==> src/rtl/ram_port_arbiter.sv <==
// Arbitrates the single-ported internal RAM between the fetch port and the load/store port.
// One transaction in flight at a time; the winner gets a registered one-cycle done/rdata/err pulse.
module ram_port_arbiter #(
  parameter bit DATA_PRIO = 1'b0,
  parameter int TIMEOUT   = 16
) (
  input  logic        clk,
  input  logic        rst,
  input  logic        i_req,
  input  logic [31:0] i_addr,
  output logic        i_done,
  output logic [31:0] i_rdata,
  output logic        i_err,
  input  logic        d_req,
  input  logic        d_we,
  input  logic [1:0]  d_oplen,
  input  logic [31:0] d_addr,
  input  logic [31:0] d_wdata,
  output logic        d_done,
  output logic [31:0] d_rdata,
  output logic        d_err,
  output logic        mem_enable,
  output logic [31:0] mem_addr,
  output logic [1:0]  mem_oplen,
  output logic        mem_we,
  output logic [31:0] mem_wdata,
  input  logic        mem_valid,
  input  logic [31:0] mem_result,
  output logic        busy
);

  // state | meaning
  // IDLE  | no transaction; arbitrate and launch on any request
  // WAIT  | RAM enabled, waiting for mem_valid or timeout
  // RESP  | done/rdata/err presented to the owner for one cycle
  typedef enum logic [1:0] {IDLE, WAIT, RESP} state_t;

  localparam logic [7:0] TC = 8'(TIMEOUT - 1);

  state_t      state, state_n;
  logic [7:0]  cnt, cnt_n;
  logic        own_d, own_d_n;
  logic        last_d, last_d_n;
  logic        pick_d;
  logic        mem_enable_n, mem_we_n;
  logic [1:0]  mem_oplen_n;
  logic [31:0] mem_addr_n, mem_wdata_n;
  logic        i_done_n, i_err_n, d_done_n, d_err_n;
  logic [31:0] i_rdata_n, d_rdata_n;
  logic        busy_n;

  // Round-robin hands the conflict to whichever port did not win last time.
  assign pick_d = d_req && (!i_req || DATA_PRIO || !last_d);

  always_comb begin
    state_n      = state;
    cnt_n        = cnt;
    own_d_n      = own_d;
    last_d_n     = last_d;
    mem_enable_n = 1'b0;
    mem_addr_n   = mem_addr;
    mem_oplen_n  = mem_oplen;
    mem_we_n     = mem_we;
    mem_wdata_n  = mem_wdata;
    i_done_n     = 1'b0;
    i_err_n      = 1'b0;
    i_rdata_n    = 32'h0;
    d_done_n     = 1'b0;
    d_err_n      = 1'b0;
    d_rdata_n    = 32'h0;
    unique case (state)
      IDLE: begin
        if (i_req || d_req) begin
          own_d_n      = pick_d;
          last_d_n     = pick_d;
          mem_enable_n = 1'b1;
          cnt_n        = 8'd0;
          state_n      = WAIT;
          if (pick_d) begin
            mem_addr_n  = d_addr;
            mem_oplen_n = d_oplen;
            mem_we_n    = d_we;
            mem_wdata_n = d_wdata;
          end else begin
            mem_addr_n  = i_addr;
            mem_oplen_n = 2'b10;
            mem_we_n    = 1'b0;
            mem_wdata_n = 32'h0;
          end
        end
      end
      WAIT: begin
        cnt_n = cnt + 8'd1;
        // A valid arriving on the last allowed cycle still counts as success.
        if (mem_valid || cnt == TC) begin
          state_n = RESP;
          if (own_d) begin
            d_done_n  = 1'b1;
            d_err_n   = !mem_valid;
            d_rdata_n = mem_valid ? mem_result : 32'h0;
          end else begin
            i_done_n  = 1'b1;
            i_err_n   = !mem_valid;
            i_rdata_n = mem_valid ? mem_result : 32'h0;
          end
        end
      end
      RESP: state_n = IDLE;
      default: state_n = IDLE;
    endcase
    busy_n = (state_n != IDLE);
  end

  always_ff @(posedge clk) begin
    if (rst) begin
      state      <= IDLE;
      cnt        <= 8'd0;
      own_d      <= 1'b0;
      last_d     <= 1'b1;
      mem_enable <= 1'b0;
      mem_addr   <= 32'h0;
      mem_oplen  <= 2'b00;
      mem_we     <= 1'b0;
      mem_wdata  <= 32'h0;
      i_done     <= 1'b0;
      i_err      <= 1'b0;
      i_rdata    <= 32'h0;
      d_done     <= 1'b0;
      d_err      <= 1'b0;
      d_rdata    <= 32'h0;
      busy       <= 1'b0;
    end else begin
      state      <= state_n;
      cnt        <= cnt_n;
      own_d      <= own_d_n;
      last_d     <= last_d_n;
      mem_enable <= mem_enable_n;
      mem_addr   <= mem_addr_n;
      mem_oplen  <= mem_oplen_n;
      mem_we     <= mem_we_n;
      mem_wdata  <= mem_wdata_n;
      i_done     <= i_done_n;
      i_err      <= i_err_n;
      i_rdata    <= i_rdata_n;
      d_done     <= d_done_n;
      d_err      <= d_err_n;
      d_rdata    <= d_rdata_n;
      busy       <= busy_n;
    end
  end

endmodule

==> config.mk <==
export PLATFORM = sky130hd
export DESIGN_NAME = ram_port_arbiter
export DESIGN_NICKNAME = d
export VERILOG_FILES = /design/src/rtl/ram_port_arbiter.sv
export SDC_FILE = /design/constraint.sdc
export NUM_CORES = 1
export LEC_CHECK = 0
export CAP_MARGIN = 25
export CORE_MARGIN = 5
export CORE_UTILIZATION = 42
export CTS_CLUSTER_DIAMETER = 80
export DETAILED_ROUTE_END_ITERATION = 6
export GPL_TIMING_DRIVEN = 0
export PLACE_DENSITY = 0.85
export SYNTH_ARGS = -nofsm -noshare
export SYNTH_HDL_FRONTEND = slang
export SYNTH_SLANG_ARGS = --single-unit
==> constraint.sdc <==
create_clock -name clk -period 2.65 [get_ports clk]
set_input_delay 0.795 -clock clk [delete_from_list [all_inputs] [get_ports clk]]
set_output_delay 0.795 -clock clk [all_outputs]
set_load 0.005 [all_outputs]
Word level (Yosys, flattened, before mapping)
Index checks and enable logic that the tools add are counted.
{"block": "classes", "addsub": 1, "eq_ne": 3, "muxes": 13, "bitwise_logic": 4, "reduce_logical": 16}
{"operator": "two-way mux 32 bit", "n": 3}
{"operator": "one-hot mux 8 bit (2 select lines)", "n": 1}
{"operator": "adder 8 x 1 -> 8 bit, second input constant", "n": 1}
{"operator": "equality test 8 x 4 -> 1 bit, second input constant", "n": 1}
{"operator": "two-way mux 8 bit", "n": 1}
{"operator": "OR reduction 4 bit", "n": 2}
{"operator": "two-way mux 2 bit", "n": 3}
{"operator": "two-way mux 1 bit", "n": 4}
{"operator": "NOT 1 bit", "n": 4}
{"operator": "one-hot mux 2 bit (2 select lines)", "n": 1}
{"operator": "AND reduction 2 bit", "n": 2}
{"operator": "nonzero test 2 bit", "n": 2}
{"operator": "logical NOT 1 bit", "n": 3}
{"operator": "logical OR 1 bit", "n": 3}
{"operator": "OR reduction 3 bit", "n": 1}
{"operator": "equality test 2 x 1 -> 1 bit, second input constant", "n": 1}
{"operator": "logical NOT 2 bit", "n": 1}
{"operator": "!= test 2 bit, second input constant", "n": 1}
{"operator": "OR reduction 2 bit", "n": 1}
{"operator": "logical AND 1 bit", "n": 1}
{"block": "totals", "reg_bits": 149, "input_bits": 136, "wordCells": 53}

Logic depth before layout (Yosys ltp)
Gate-level depths: netlist (run 1).
{"block": "logic_depth", "word_depth": 5, "depth_mapped": 5, "mapped_depth_nobuf": 4}

Worst setup path before layout (run 1)
No wires, ideal clock.
{"block": "synth_path", "path_kind": "input -> register", "startpoint": "input rst", "endpoint": "register d_rdata[0]", "setup_time_ns": 0.059, "t_arrival_ns": 1.736, "t_required_ns": 2.591, "setup_slack_ns": 0.854, "stages": 5, "n_path_buf": 2, "cell_sequence": "buf_2 nor3b_2 and3_1 clkbuf_1 and2_1"}
{"block": "synth_via", "elab_chain_cells": 1}
{"item": "start, declared", "line_no": "8", "rtl": "input logic rst,"}
{"item": "OR reduction 4 bit (no line)"}
{"item": "end signal, assigned", "line_no": "147", "rtl": "d_rdata <= d_rdata_n;"}
{"item": "end, declared", "line_no": "20", "rtl": "output logic [31:0] d_rdata,"}
No other way between the ends.
A chain may end at the register's enable or synchronous reset.

Final worst setup path (run 1)
{"block": "layout_path", "startpoint": "input d_req", "endpoint": "register mem_wdata[22]"}
{"block": "layout_via", "elab_chain_cells": 2}
{"item": "start, declared", "line_no": "14", "rtl": "input logic d_req,"}
{"item": "logical AND 1 bit / logical OR 1 bit (equally long branches)", "line_no": "53, 73"}
{"item": "two-way mux 32 bit / AND reduction 2 bit (equally long branches)"}
{"item": "end signal, assigned", "line_no": "141", "rtl": "mem_wdata <= mem_wdata_n;"}
{"item": "end, declared", "line_no": "26", "rtl": "output logic [31:0] mem_wdata,"}
Several ways; a longest one is shown, not always the timed one.

==> impl_metrics.env, run 1 <==
export IMPL_status="finished, final reports clean"
export IMPL_synth_seq_cells=149
export IMPL_yosys_warnings=0
export IMPL_crit_path_end_kind="flop"
export IMPL_clk_latency_ns=0.41
export IMPL_netlist_area_sq_mm=0.005238
export IMPL_drc_errors=0
export IMPL_syn_nets=661
export IMPL_drtIter0Drc=354
export IMPL_met3WireLength_mm=1.838
export IMPL_yosysTopAreaCell="dfxtp_1"
export IMPL_port_buffers=271
export IMPL_synthFlopType="dfxtp_1"
export IMPL_grt_pass1_vias=5190
export IMPL_htreeDepth=4
export IMPL_layout_drive_gt1_share=0.06651
export IMPL_diodes=0
export IMPL_synth_top_area_share=0.5695
export IMPL_fp_dieH_um=121.7
export IMPL_fin_nets=951
export IMPL_die_area_sq_mm=0.01480
export IMPL_critPathBufInv=3
export IMPL_synth_fa_ha_area_frac=0.002389
export IMPL_core_area_sq_mm=0.01211
export IMPL_cpPeakStageDelay_ns=0.50
export IMPL_crit_chain="clkdlybuf4s50_1, a21boi_2, buf_4, buf_1, nand3_1, a21oi_1"
export IMPL_nFillCells=864
export IMPL_dp_final_hpwl_mm=13.63
export IMPL_wl_mm=17.50
export IMPL_grt_setup_unrepaired="false"
export IMPL_grt_max_degree=17
export IMPL_antenna_found_initial=0
export IMPL_hold_buffers=0
export IMPL_ant_nets=0
export IMPL_required_ns=2.99
export IMPL_skew_ns=0.009488
export IMPL_startpoint_type="primary input"
export IMPL_pin_count=273
export IMPL_via_per_inst=5.120
export IMPL_layout_min_cycle_time_ns=2.256
export IMPL_grt_first_pass_wirelength_mm=26.49
export IMPL_fin_ws_ns=0.3945
export IMPL_worstPathMaxFanout=10
export IMPL_cts_resized=0
export IMPL_m1WireLength_mm=6.516
export IMPL_finalSetupViolations=0
export IMPL_cts_buffers=17
export IMPL_peakVddDrop_mv=0.4679
export IMPL_cap_violations=0
export IMPL_cts_max_path_buffers=2
export IMPL_synth_edf_count=0
export IMPL_period_share=0.8511
export IMPL_max_freq_mhz=443.4
export IMPL_tritoncts="done"
export IMPL_drv_slew=0
export IMPL_yosys_top_cells_area="dfxtp_1, and2_1, a21oi_1, mux2i_1, a211oi_1"
export IMPL_synth_compound_gate_area_share=0.1749
export IMPL_vias=5094
export IMPL_min_path_type="reg -> reg"
export IMPL_synth_area_per_cell_sq_um=9.995
export IMPL_tightestPinTransition_ns=0.5940
export IMPL_cp_top_family="buffers and inverters"
export IMPL_synthArstFlopShare=0
export IMPL_syn_inst=524
export IMPL_pre_cts_ws_ns=0.02538
export IMPL_grt_total_usage=0.2268
export IMPL_grt_ovfl_total=0
export IMPL_critPathArrivalTime_ns=2.59
export IMPL_leakage_nw=3.289
export IMPL_gp_congestion=0.8349
export IMPL_fin_setup_tns_ns=0
export IMPL_synth_seq_area_share=0.5695
export IMPL_syn_to_final_growth_pct=68.18
export IMPL_synth_simple_gate_area_frac=0.1500
export IMPL_relSlewSlack=0.6032
export IMPL_p_per_area_mw_per_mm2=674.6
export IMPL_synthMuxAreaShare=0.06331
export IMPL_crit_type="in -> reg"
export IMPL_wl_met2_mm=8.679
export IMPL_post_cts_repair_setup_buffers=0
export IMPL_root_buffer="clkbuf_16"
export IMPL_wire_per_inst_um=17.59
export IMPL_clkTransAtPathRegs_ns=0.06
export IMPL_finalHoldViolCount=0
export IMPL_cts_num_sinks=149
export IMPL_num_rows=40
export IMPL_synth_top_family_by_area="compound AO/OA/AOI/OAI gates"
export IMPL_start_util=0.4324
export IMPL_top_layer="met4"
export IMPL_synth_xor_area_frac=0
export IMPL_synth_cell_type_count=43
export IMPL_slowest_stage="clkdlybuf4s50_1"
export IMPL_chipWidth_um=121.7
export IMPL_first_pass_iters=4
## logic make-up (layout without fill, tap and decap cells)
logic type | after synthesis | after routing
AOI/OAI and AO/OA | 157 | 157
adders and majority gates | 1 | 1
buffers and inverters | 49 | 352
DFF | 149 | 149
muxes | 33 | 33
and+or+nand+nor | 135 | 135
## registers in the layout, indices dropped and copies added, names as in the netlist
name	count
mem_we	1
d_rdata	32
mem_oplen	2
state	2
d_done	1
d_err	1
mem_wdata	32
mem_addr	32
i_err	1
busy	1
i_rdata	32
mem_enable	1
own_d	1
cnt	8
i_done	1
last_d	1
## Yosys cell counts (2+ instances only)
library cell	count
buf_1	3
nor3_1	3
dfxtp_1	149
a21oi_1	74
buf_2	14
clkbuf_2	3
nand3_1	37
and3_1	3
and2_1	64
mux2i_1	32
a211oi_1	33
o21ai_0	37
inv_1	2
nor4_1	2
nor2_1	5
nand2b_1	3
nand2_1	6
clkbuf_1	26
o211ai_1	4
## worst reg2reg max path, stage by stage (launching register included)
cell	delay, ns
dfxtp_1	0.36
nor2_1	0.38
buf_2	0.34
buf_2	0.26
nand3_1	0.15
a21oi_1	0.17
## per-layer routing
metal,global-route usage,vias to the layer above
met1,0.2454,2338
met5,0,-
li1,-,2446
met2,0.3969,271
met3,0.08960,39
met4,0.08964,0
## final timing paths
path	slack (ns)	depth (start not counted)	startpoint	endpoint
setup / recovery	0.39	6	d_req	mem_wdata[22]
hold / removal	0.48	2	mem_wdata[12]	mem_wdata[12]
setup reg to reg	0.93	5	state[0]	mem_wdata[22]
hold reg to reg	0.48	2	mem_wdata[12]	mem_wdata[12]
## cell type report
type | count | area (sq um) | area share
repair buffers | 271 | 2713 | 0.3080
well taps | 168 | 210.2 | 0.02386
multi-input cells | 326 | 2046 | 0.2322
plain buffers | 47 | 201.4 | 0.02287
inverters | 2 | 7.507 | 0.0008523
clock inverters | 12 | 191.4 | 0.02173
clock buffers | 20 | 456.7 | 0.05185
flip-flops and latches | 149 | 2983 | 0.3386
## per-stage QoR
| step | std cells | hold WS (ns) | utilization | total power (W) | cell area [sq um] |
|---|---|---|---|---|---|
| floorplan | 524 | 0.4624 | - | 0.002827 | 5238 |
| global placement | 963 | 0.4572 | 0.6738 | 0.003356 | 8160 |
| detailed placement | 963 | 0.4696 | 0.6738 | 0.003391 | 8160 |
| CTS | 995 | 0.4758 | 0.7273 | 0.005972 | 8808 |
| global route | 995 | 0.4950 | 0.7273 | 0.006170 | 8808 |
| finish | 995 | 0.4756 | 0.7273 | 0.005942 | 8808 |
## report_power, final
| group | total, W | switching, W | internal, W |
|---|---|---|---|
| Sequential | 0.00244 | 0.0000735 | 0.00236 |
| Clock | 0.00259 | 0.000946 | 0.00165 |
| Combinational | 0.000910 | 0.000396 | 0.000514 |
## cells in the final DEF (no fill, tap or decap), drive strengths merged, types with 18 or more instances in the layout
master | Yosys | routed
buf | 18 | 18
a21oi | 74 | 74
nand3 | 37 | 37
a211oi | 33 | 33
clkdlybuf4s50 | 0 | 271
clkbuf | 29 | 49
dfxtp | 149 | 149
and2 | 64 | 64
mux2i | 32 | 32
o21ai | 37 | 37
No activity file was read; power rests on OpenSTA's default activity.
==> run 2: changes to the inputs <==
Settings changed: CORE_UTILIZATION 42 to 40, PLACE_DENSITY 0.85 to 0.81.
==> run 2 against run 1 <==
- cell count increased by 0.30%
- core utilization decreased by 3.6 points
- clock skew is 0.0011 ns lower
- combinational power about the same
- die area increased by 4.6%
- maximum frequency increased by 4.4%
- via count down 1.4%
- largest power group unchanged
- critical endpoint unchanged
==> impl_metrics.env, run 2 (synthesis results as in run 1) <==
export IMPL_fin_cells=998
export IMPL_slowest_stage="clkdlybuf4s50_1"
export IMPL_first_pass_iters=4
export IMPL_worstPathMaxFanout=10
export IMPL_layout_drive_gt1_share=0.06659
export IMPL_fin_setup_tns_ns=0
export IMPL_ant_nets=0
export IMPL_min_path_type="reg -> reg"
export IMPL_peakVddDrop_mv=0.3955
export IMPL_dp_final_hpwl_mm=13.65
export IMPL_start_util=0.4117
export IMPL_hold_buffers=0
export IMPL_vias=5025
export IMPL_crit_type="in -> reg"
export IMPL_port_buffers=271
export IMPL_post_cts_repair_setup_buffers=0
export IMPL_final_cell_area_sq_mm=0.008797
export IMPL_period_share=0.8149
export IMPL_regToRegSetupSlack_ns=0.91
export IMPL_pre_cts_ws_ns=0.03839
export IMPL_tritoncts="done"
export IMPL_cpPeakStageDelay_ns=0.48
export IMPL_cap_violations=0
export IMPL_tightestPinTransition_ns=0.5412
export IMPL_critPathArrivalTime_ns=2.50
export IMPL_required_ns=2.99
export IMPL_layout_common_cells="clkdlybuf4s50_1, dfxtp_1, a21oi_1"
export IMPL_antenna_found_initial=0
export IMPL_clkTransAtPathRegs_ns=0.06
export IMPL_status="finished, final reports clean"
export IMPL_drtIter0Drc=255
export IMPL_relSlewSlack=0.6379
export IMPL_finalHoldViolCount=0
export IMPL_root_buffer="clkbuf_16"
export IMPL_layout_min_cycle_time_ns=2.160
export IMPL_core_area_sq_mm=0.01272
export IMPL_wire_per_inst_um=17.30
export IMPL_pin_count=273
export IMPL_leakage_nw=3.276
export IMPL_via_per_inst=5.035
export IMPL_num_rows=41
export IMPL_diodes=0
export IMPL_gp_congestion=0.8958
export IMPL_drc_errors=0
export IMPL_cts_buffers=17
export IMPL_max_freq_mhz=463.1
export IMPL_cts_num_sinks=149
export IMPL_skew_ns=0.008387
export IMPL_grt_setup_unrepaired="false"
export IMPL_crit_path_end_kind="flop"
export IMPL_grt_first_pass_wirelength_mm=27.24
export IMPL_grt_ovfl_total=0
export IMPL_fp_dieH_um=124.4
export IMPL_fin_ws_ns=0.4905
export IMPL_p_per_area_mw_per_mm2=667.4
export IMPL_die_area_sq_mm=0.01548
export IMPL_cts_resized=0
export IMPL_syn_to_final_growth_pct=67.96
export IMPL_grt_total_usage=0.2185
export IMPL_fin_util=0.6915
export IMPL_chipWidth_um=124.4
export IMPL_drv_slew=0
export IMPL_dp_cells=967
export IMPL_finalSetupViolations=0
export IMPL_final_common_cell="clkdlybuf4s50_1"
export IMPL_place_area_sq_mm=0.008165
export IMPL_fin_nets=951
export IMPL_crit_chain="clkdlybuf4s50_1, a21boi_2, buf_4, buf_1, nand3_1, a21oi_1"
export IMPL_cts_max_path_buffers=2
export IMPL_grt_max_degree=17
export IMPL_wl_mm=17.26
export IMPL_grt_pass1_vias=5290
export IMPL_startpoint_type="primary input"
export IMPL_htreeDepth=4
export IMPL_clk_latency_ns=0.42
run 2: changes by cell type in the layout (fill, tap and decap cells not counted), sizes merged:
cell | previous run | this run
inv | 6 | 2
clkinvlp | 1 | 3
clkbuf | 49 | 48
clkinv | 3 | 5
run 2: worst paths after layout:
check / from / endpoint / depth (start not counted)
worst max-delay path: d_req / mem_wdata[22] / 6
worst min-delay path: mem_wdata[20] / mem_wdata[20] / 2
worst max register to register: state[0] / mem_addr[17] / 5
worst min register to register: mem_wdata[20] / mem_wdata[20] / 2
run 2: critical path, delay by kind of cell:
family	cells	cell delay [ns]
buffers and inverters	3	1.11
AOI/OAI and AO/OA	2	0.41
and+or+nand+nor	1	0.18
run 2: through the flow:
stage | total power, W | hold WS [ns]
detailed placement | 0.003389 | 0.4709
global route | 0.006103 | 0.5059
finish | 0.005871 | 0.4765
CTS | 0.005913 | 0.4793
floorplan | 0.002827 | 0.4624
global placement | 0.003360 | 0.4587
run 2: final cells by class:
class / instances / area, sq um
clock inverter: 12 / 178.9
tap: 172 / 215.2
sequential: 149 / 2983
timing repair buffer: 271 / 2713
fill: 945 / 3925
inverter: 2 / 7.507
multi-input combinational: 326 / 2046
buffer: 47 / 201.4
clock buffer: 19 / 452.9
run 2: power by group:
group          switching, W  internal, W  leakage (nW)
Combinational      0.000393     0.000514          1.76
Clock              0.000908      0.00162         0.301
Sequential        0.0000723      0.00236          1.21
run 2: per-layer routing:
layer,up-vias,track usage,part of all wire
met5,-,0,0
met4,0,0.08511,0.029
met3,37,0.09262,0.094
met2,265,0.3817,0.49
met1,2291,0.2329,0.39
li1,2432,-,-
